`config.mk`:
```
export PLATFORM = sky130hd
export DESIGN_NAME = count_wrap_monitor
export DESIGN_NICKNAME = d
export VERILOG_FILES = /design/src/rtl/count_pkg.sv /design/src/rtl/count_step_classifier.sv /design/src/rtl/count_wrap_monitor.sv
export SDC_FILE = /design/constraint.sdc
export NUM_CORES = 1
export LEC_CHECK = 0
export CAP_MARGIN = 20
export CORE_ASPECT_RATIO = 1.4
export CORE_MARGIN = 2
export CORE_UTILIZATION = 40
export DETAILED_ROUTE_END_ITERATION = 10
export PLACE_DENSITY_LB_ADDON = 0.08
export SETUP_SLACK_MARGIN = 0.2
export SYNTH_ARGS = -nofsm -noshare
export SYNTH_HDL_FRONTEND = slang
export SYNTH_HIERARCHICAL = 1
export SYNTH_SLANG_ARGS = --single-unit
export TNS_END_PERCENT = 5
```
`constraint.sdc`:
```
create_clock -name clock -period 2.5 [get_ports clock]
set_clock_uncertainty 0.05 [all_clocks]
set_input_delay 0.375 -clock clock [delete_from_list [all_inputs] [get_ports clock]]
set_output_delay 0.375 -clock clock [all_outputs]
set_load 0.02 [all_outputs]
```
`src/rtl/count_pkg.sv`:
```
// Shared types and defaults for the up/down counter and its wrap monitor.
// Holds the FSM state and transition-class enums used by RTL and scoreboard.
package count_pkg;

    localparam int COUNT_WIDTH = 4;
    localparam int COUNT_MAX   = 15;

    typedef enum logic [1:0] {
        ST_INIT,
        ST_TRACK,
        ST_FAULT
    } mon_state_e;

    typedef enum logic [2:0] {
        TR_HOLD,
        TR_STEP,
        TR_WRAP,
        TR_LOAD,
        TR_ILLEGAL
    } trans_e;

endpackage

```
`src/rtl/count_step_classifier.sv`:
```
// Combinational classifier for one observed counter transition.
// Compares the freshly sampled count against the previous sample.
module count_step_classifier
    import count_pkg::*;
#(
    parameter int WIDTH     = COUNT_WIDTH,
    parameter int MAX_COUNT = COUNT_MAX
) (
    input  logic [WIDTH-1:0] cnt_q_i,
    input  logic [WIDTH-1:0] count_i,
    input  logic             ud_q_i,
    input  logic             ld_q_i,
    output trans_e           cls_o
);

    localparam logic [WIDTH-1:0] MAXV = WIDTH'(MAX_COUNT);

    logic in_range;
    logic up_step;
    logic dn_step;
    logic up_wrap;
    logic dn_wrap;

    always_comb begin
        // Either side outside 0..MAX_COUNT can never be a legal count move
        in_range = (int'(cnt_q_i) <= MAX_COUNT) && (int'(count_i) <= MAX_COUNT);
        up_step  = (cnt_q_i < MAXV) && (count_i == cnt_q_i + WIDTH'(1));
        dn_step  = (cnt_q_i != '0) && (count_i == cnt_q_i - WIDTH'(1));
        up_wrap  = (cnt_q_i == MAXV) && (count_i == '0);
        dn_wrap  = (cnt_q_i == '0) && (count_i == MAXV);

        cls_o = TR_ILLEGAL;
        if (ld_q_i) begin
            cls_o = TR_LOAD;
        end else if (!in_range) begin
            cls_o = TR_ILLEGAL;
        end else if (count_i == cnt_q_i) begin
            cls_o = TR_HOLD;
        end else if (ud_q_i ? up_step : dn_step) begin
            cls_o = TR_STEP;
        end else if (ud_q_i ? up_wrap : dn_wrap) begin
            cls_o = TR_WRAP;
        end
    end

endmodule

```
`src/rtl/count_wrap_monitor.sv`:
```
// Watches the up/down counter, pulses carry/borrow on wrap and flags
// illegal jumps; a load resynchronises tracking after a fault.
module count_wrap_monitor
    import count_pkg::*;
#(
    parameter int WIDTH     = COUNT_WIDTH,
    parameter int MAX_COUNT = COUNT_MAX,
    parameter int HI_WIDTH  = 4,
    parameter int ERR_WIDTH = 8
) (
    input  logic                      clock,
    input  logic                      resetn,
    input  logic [WIDTH-1:0]          count,
    input  logic                      up_down,
    input  logic                      load,
    output logic                      carry,
    output logic                      borrow,
    output logic                      err,
    output logic                      fault,
    output logic                      ext_valid,
    output logic [HI_WIDTH+WIDTH-1:0] ext_count,
    output logic [ERR_WIDTH-1:0]      err_cnt
);

    mon_state_e           state_q, state_d;
    logic [WIDTH-1:0]     cnt_q;
    logic                 ld_q;
    logic                 ud_q;
    logic [HI_WIDTH-1:0]  hi_q, hi_d;
    logic [ERR_WIDTH-1:0] ecnt_q, ecnt_d;
    logic                 carry_q, carry_d;
    logic                 borrow_q, borrow_d;
    logic                 err_q, err_d;
    logic                 fault_q;
    logic                 valid_q;
    trans_e               cls;

    count_step_classifier #(
        .WIDTH     (WIDTH),
        .MAX_COUNT (MAX_COUNT)
    ) u_cls (
        .cnt_q_i (cnt_q),
        .count_i (count),
        .ud_q_i  (ud_q),
        .ld_q_i  (ld_q),
        .cls_o   (cls)
    );

    always_comb begin
        state_d  = state_q;
        hi_d     = hi_q;
        ecnt_d   = ecnt_q;
        carry_d  = 1'b0;
        borrow_d = 1'b0;
        err_d    = 1'b0;
        unique case (state_q)
            ST_INIT: state_d = ST_TRACK;
            ST_TRACK: begin
                case (cls)
                    TR_LOAD: hi_d = '0;
                    TR_WRAP: begin
                        carry_d  = ud_q;
                        borrow_d = !ud_q;
                        hi_d     = ud_q ? hi_q + HI_WIDTH'(1)
                                        : hi_q - HI_WIDTH'(1);
                    end
                    TR_ILLEGAL: begin
                        err_d   = 1'b1;
                        ecnt_d  = (ecnt_q == '1) ? ecnt_q
                                                 : ecnt_q + ERR_WIDTH'(1);
                        state_d = ST_FAULT;
                    end
                    default: ;
                endcase
            end
            ST_FAULT: begin
                if (ld_q) begin
                    state_d = ST_TRACK;
                    hi_d    = '0;
                end
            end
            default: state_d = ST_INIT;
        endcase
    end

    always_ff @(posedge clock) begin
        if (!resetn) begin
            state_q  <= ST_INIT;
            cnt_q    <= '0;
            ld_q     <= 1'b0;
            ud_q     <= 1'b0;
            hi_q     <= '0;
            ecnt_q   <= '0;
            carry_q  <= 1'b0;
            borrow_q <= 1'b0;
            err_q    <= 1'b0;
            fault_q  <= 1'b0;
            valid_q  <= 1'b0;
        end else begin
            state_q  <= state_d;
            cnt_q    <= count;
            ld_q     <= load;
            ud_q     <= up_down;
            hi_q     <= hi_d;
            ecnt_q   <= ecnt_d;
            carry_q  <= carry_d;
            borrow_q <= borrow_d;
            err_q    <= err_d;
            fault_q  <= (state_d == ST_FAULT);
            valid_q  <= (state_d == ST_TRACK);
        end
    end

    assign carry     = carry_q;
    assign borrow    = borrow_q;
    assign err       = err_q;
    assign fault     = fault_q;
    assign ext_valid = valid_q;
    assign ext_count = {hi_q, cnt_q};
    assign err_cnt   = ecnt_q;

endmodule

```
==> results of run 1 <==
## final cells by class
cell class	count	area share
Multi-Input combinational cell	107	0.467
Sequential cell	25	0.259
Timing Repair Buffer	45	0.205
Tap cell	40	0.0255
Clock buffer	4	0.0229
Inverter	10	0.0204
## through the flow
step                hold slack [ns]  utilization  area, um^2  TNS, ns  worst slack [ns]
finish                        0.455        0.593        1970   -0.146           -0.0953
global route                  0.496        0.593        1970   -0.932            -0.186
CTS                           0.464        0.584        1940   -0.106           -0.0556
detailed placement            0.450        0.560        1860    -6.25            -0.530
global placement              0.443        0.560        1860    -6.03            -0.497
floorplan                     0.436            -        1410  -0.0294           -0.0180
## worst min-delay path: cells and delay by family (launching register included)
kind            cells  cell delay [ns]
buf+inv             1             0.07
compound gates      1             0.06
flops               1             0.34
## cells in the final DEF, fill, tap and decap left out, types with 6 or more instances in the layout
| cell | count |
|---|---|
| clkdlybuf4s50_1 | 24 |
| dfxtp_1 | 22 |
| buf_4 | 17 |
| nor2_1 | 11 |
| inv_1 | 8 |
| ha_1 | 7 |
| nand3_1 | 6 |
| xor2_1 | 6 |
| and2_1 | 6 |
## repair_timing
item	4_1_cts	5_1_grt
pin swaps	16	12
hold endpoints to repair	0	0
setup buffers	1	0
setup endpoints to repair	17	18
resized for setup	9	7
## power breakdown
part	internal, uW	total (uW)	switching [uW]
clock network	114	231	118
logic	123	233	110
registers	415	433	18.8
## registers in the layout, summed over array words and instances, names as in the netlist, 2 cells and up
signal	flops
cnt_q	4
err_cnt	8
hi_q	4
state_q	2
## kinds of logic (layout without fill, tap and decap cells)
group / count (synthesis) / after routing
AND/OR/NAND/NOR: 60 / 60
XOR/XNOR: 14 / 14
adder cells (fa/ha/maj): 10 / 10
AO/OA/AOI/OAI: 21 / 21
buffers and inverters: 12 / 59
flip-flops: 25 / 25
multiplexers: 2 / 2
## per-layer routing
metal  global-route usage  part of all wire
met5                    0                 0
met4               0.0598            0.0071
met3               0.0143             0.024
met2                0.363              0.57
met1                0.204              0.39
## worst max-delay path by stage
stage | startpoint | endpoint | slack (ns) | depth (start not counted)
2_1_floorplan | cnt_q[0] | err_cnt[5] | -0.02 | 10
3_5_place_dp | count[2] | ext_valid | -0.53 | 10
6_report | cnt_q[0] | err_cnt[5] | -0.1 | 10
3_3_place_gp | count[3] | ext_valid | -0.50 | 10
4_1_cts | cnt_q[1] | ext_valid | -0.06 | 10
5_1_grt | cnt_q[0] | err_cnt[5] | -0.19 | 10
==> impl_metrics.yaml, run 1 <==
sta:
  setup_violations: 2
  fin_ws_ns: -0.0953
  finalCriticalPeriod_ns: 2.60
  rsz0062_at_grt: "true"
  finalMaxSlewViolations: 0
  tightest_slew_ns: 0.364
  finalCritPeriodShare: 1.04
  slew_headroom: 0.757
  finalHoldViolations: 0
  max_freq_mhz: 385
layout:
  multi_input_area_um2: 918
  syn_to_final_growth_pct: 45.1
  regArea_um2: 509
  fillCellCount: 317
  drive_gt1_frac: 0.236
  diodes: 0
  final_cells: 231
  nets: 210
synth:
  synth_common_cells: "dfxtp_1 (25), nor2_1 (12), inv_1 (10)"
  avgSynthCellArea_um2: 9.41
  ys_types: 45
  synth_compound_area_frac: 0.113
  yosysSeqAreaShare: 0.369
  ys_ff_latch: 25
  synth_area_leaders: "dfxtp_1 (37%), ha_1 (8.3%), xnor2_1 (3.9%), xor2_1 (3.9%), nor2_1 (3.3%)"
  synth_top_area_share: 0.369
  ys_warn_count: 6
  synthMuxAreaShare: 0.0148
  synth_top_area_cell: "dfxtp_1"
  synth-edff-count: 0
  synth_most_common_cell: "dfxtp_1"
  synthXorXnorAreaFrac: 0.102
  ys.flop_type: "dfxtp_1"
  synth_adder_area_share: 0.0979
  syn_area_um2: 1360
  synth_nets: 162
  yosys.area_share.simple: 0.271
  synth_top_family_by_area: "simple AND/OR/NAND/NOR gates"
  synthCells: 144
  async_flop_share: 0
hold_path:
  hold_path_class: "register to register"
  worstHoldEndpoint: "err_cnt[6]"
  hold_depth: 2
  hp-start: "err_cnt[6]"
pwr:
  finalPower_uw: 897
  powerDensity_nw_per_um2: 456
  cellLeakagePower_uw: 0.000782
  ir_drop_uv: 422
global_routing:
  grt_overflow: 0
  grt_pass1_wl_mm: 5.48
  grt_pass1_vias: 1259
  grt_usage: 0.186
  grt_max_degree: 14
  grt_antenna_before_repair: 0
die:
  dieArea_um2: 3880
  fp-row-count: 25
  die_y_um: 72.9
  die_w_um: 53.2
  pin_count: 29
  core_um2: 3320
  start_util: 0.409
clocking:
  postCtsHoldBufs: 0
  cts-root-buf: "clkbuf_8"
  clockBufferDepth: 2
  numClockSinks: 25
  cts_max_level: 1
  numCtsBuffers: 3
  clkTransAtPathRegs_ns: 0.08
  cts_tree: "done"
  insertion_delay_ns: 0.26
placement:
  dp_hpwl_mm: 2.47
  dp_cells: 226
  gp_congestion: 0.730
  io_buffers: 28
critical_path:
  start_kind: "register"
  crit_buf_inv: 1
  cp_max_fo: 4
  crit_chain: "inv_4, ha_4, xnor2_4, nor2_2, and4b_4, or3_4, and4bb_2, o21ai_4, or4_4, a21oi_2"
  critical_path_class: "register to register"
  reg2reg_depth: 10
  critPathArrivalTime_ns: 2.75
  r2r-end: "err_cnt[5]"
  max_stage_delay_ns: 0.42
  rr_startpoint: "cnt_q[0]"
  crit_path_end_kind: "register"
  cp.required_ns: 2.65
  crit_slowest_cell: "or4_4"
  cp_top_family: "simple AND/OR/NAND/NOR gates"
  r2r_slack_ns: -0.1
route:
  drt_iter0_markers: 19
  vias: 1215
  dr.pass1.iters: 6
  drc_errors: 0
  drt_wl_total_mm: 3.25
  viasPerCell: 5.26
  avgRoutedWirePerCell_um: 14.1
  final_antenna_net_count: 0
job:
  cap_violations: 0
run_status:
  status: "finished with violations"
  violations: "setup timing"
Power figures use the tool's default switching activity.
==> run 2, diff against run 1 <==
--- a/config.mk
+++ b/config.mk
@@ -6,7 +6,6 @@
 export NUM_CORES = 1
 export LEC_CHECK = 0
 export CAP_MARGIN = 20
-export CORE_ASPECT_RATIO = 1.4
 export CORE_MARGIN = 2
 export CORE_UTILIZATION = 40
 export DETAILED_ROUTE_END_ITERATION = 10
==> run 2 against run 1 <==
The flow still finishes with violations (setup timing). Cell count increased by 3.0%. Clock power decreased by 16%. First-iteration DRC count increased by 63%. Critical path type unchanged. Largest cell class unchanged.
==> impl_metrics.yaml, run 2 (synthesis results as in run 1) <==
run_status:
  status: "finished with violations"
  violations: "setup timing"
clocking:
  clockBufferDepth: 2
  postCtsHoldBufs: 0
  cts_tree: "done"
  cts_max_level: 1
  numClockSinks: 25
  insertion_delay_ns: 0.33
  clkTransAtPathRegs_ns: 0.15
  cts-root-buf: "clkbuf_4"
  numCtsBuffers: 3
critical_path:
  start_kind: "register"
  critPathArrivalTime_ns: 2.76
  cp_max_fo: 4
  crit_slowest_cell: "dfxtp_4"
  cp.required_ns: 2.69
  crit_path_end_kind: "register"
  cp_top_family: "simple AND/OR/NAND/NOR gates"
  crit_chain: "inv_2, ha_4, xnor2_4, nor2_1, and4b_4, or3_4, or3b_1, a311o_1, nor2b_4, and3_1"
  crit_buf_inv: 1
  max_stage_delay_ns: 0.40
  critical_path_class: "register to register"
sta:
  setup_violations: 3
  finalHoldViolations: 0
  rsz0062_at_grt: "true"
  slew_headroom: 0.760
  finalCriticalPeriod_ns: 2.57
  max_freq_mhz: 389
  finalMaxSlewViolations: 0
  fin_ws_ns: -0.0709
  finalCritPeriodShare: 1.03
  tightest_slew_ns: 0.360
pwr:
  cellLeakagePower_uw: 0.000793
  clkPwrFrac: 0.222
  pwr-share-comb: 0.278
  powerDensity_nw_per_um2: 438
  ir_drop_uv: 281
  p_sw_frac: 0.305
  sequentialPowerShare: 0.500
  p_switching_uw: 265
  internal-power_uw: 603
route:
  viasPerCell: 5.00
  vias: 1191
  final_antenna_net_count: 0
  drc_errors: 0
  dr.pass1.iters: 4
  drt_wl_total_mm: 3.17
  avgRoutedWirePerCell_um: 13.3
  drt_iter0_markers: 31
layout:
  drive_gt1_frac: 0.234
  postLayoutCoreUtil: 0.603
  fillCellCount: 285
  layout_commonest_cell: "clkdlybuf4s50_1"
  largest_reg_flops: 8
  syn_to_final_growth_pct: 46.2
  nets: 211
  final_cells: 238
  final_cell_mix: "clkdlybuf4s50_1 (24), dfxtp_1 (23), buf_4 (17)"
  diodes: 0
global_routing:
  grt_overflow: 0
  grt_pass1_vias: 1109
  use_met1: 0.226
  grt_pass1_wl_mm: 5.30
  gr-usage-met3: 0.0217
  grt_usage: 0.168
  grt_max_degree: 15
  met2_usage: 0.284
  grt_antenna_before_repair: 0
  top_usage_layer: "met2"
die:
  fp-row-count: 21
  dieArea_um2: 3870
  die_y_um: 62.2
  core_um2: 3280
  die_w_um: 62.2
  start_util: 0.413
  pin_count: 29
job:
  cap_violations: 0
placement:
  dp_cells: 231
  io_buffers: 28
  dp_hpwl_mm: 2.36
  gp_congestion: 0.782
hold_path:
  hold_path_class: "input port to register"
## run 2: final timing paths
path | from | endpoint | slack, ns | cells after the start
max | cnt_q[1] | ext_valid | -0.07 | 10
max reg2reg | cnt_q[1] | ext_valid | -0.07 | 10
min reg2reg | err_cnt[6] | err_cnt[6] | 0.48 | 2
min | count[0] | cnt_q[0] | 0.43 | 2
## run 2: metal layers
layer  up-vias  share of wire
met5         -              0
met4         0         0.0060
met3         2          0.022
met2        18           0.48
met1       566           0.49
li1        605              -
## run 2: power groups by stage
| stage | Clock [uW] | Sequential (uW) | Combinational (uW) |
|---|---|---|---|
| finish | 193 | 434 | 241 |
| global route | 217 | 437 | 264 |
| CTS | 200 | 433 | 231 |
| detailed placement | 0 | 442 | 215 |
| global placement | 0 | 441 | 210 |
| floorplan | 0 | 455 | 113 |
## run 2: layout make-up
cell class,count,area [um^2],area share
Tap cell,46,57.6,0.0291
Inverter,10,37.5,0.0190
Clock inverter,1,5.00,0.00253
Clock buffer,3,22.5,0.0114
Multi-Input combinational cell,107,932,0.471
Timing Repair Buffer,46,418,0.211
Sequential cell,25,508,0.256
## run 2: per-stage QoR
step / power [uW] / setup WS, ns / hold slack (ns) / area [um^2] / TNS, ns
final: 868 / -0.0709 / 0.429 / 1980 / -0.196
after global routing: 917 / -0.180 / 0.464 / 1980 / -0.667
after CTS: 865 / -0.0974 / 0.424 / 1940 / -0.262
after detailed placement: 657 / -0.509 / 0.460 / 1860 / -6.72
after global placement: 651 / -0.429 / 0.434 / 1860 / -5.16
after floorplan: 568 / -0.0180 / 0.436 / 1410 / -0.0294
## run 2: what timing repair did
| item | 4_1_cts | 5_1_grt |
|---|---|---|
| resized for setup | 10 | 6 |
| pin swaps | 9 | 7 |
| buffers inserted | 3 | 0 |
| setup endpoints to repair | 17 | 18 |
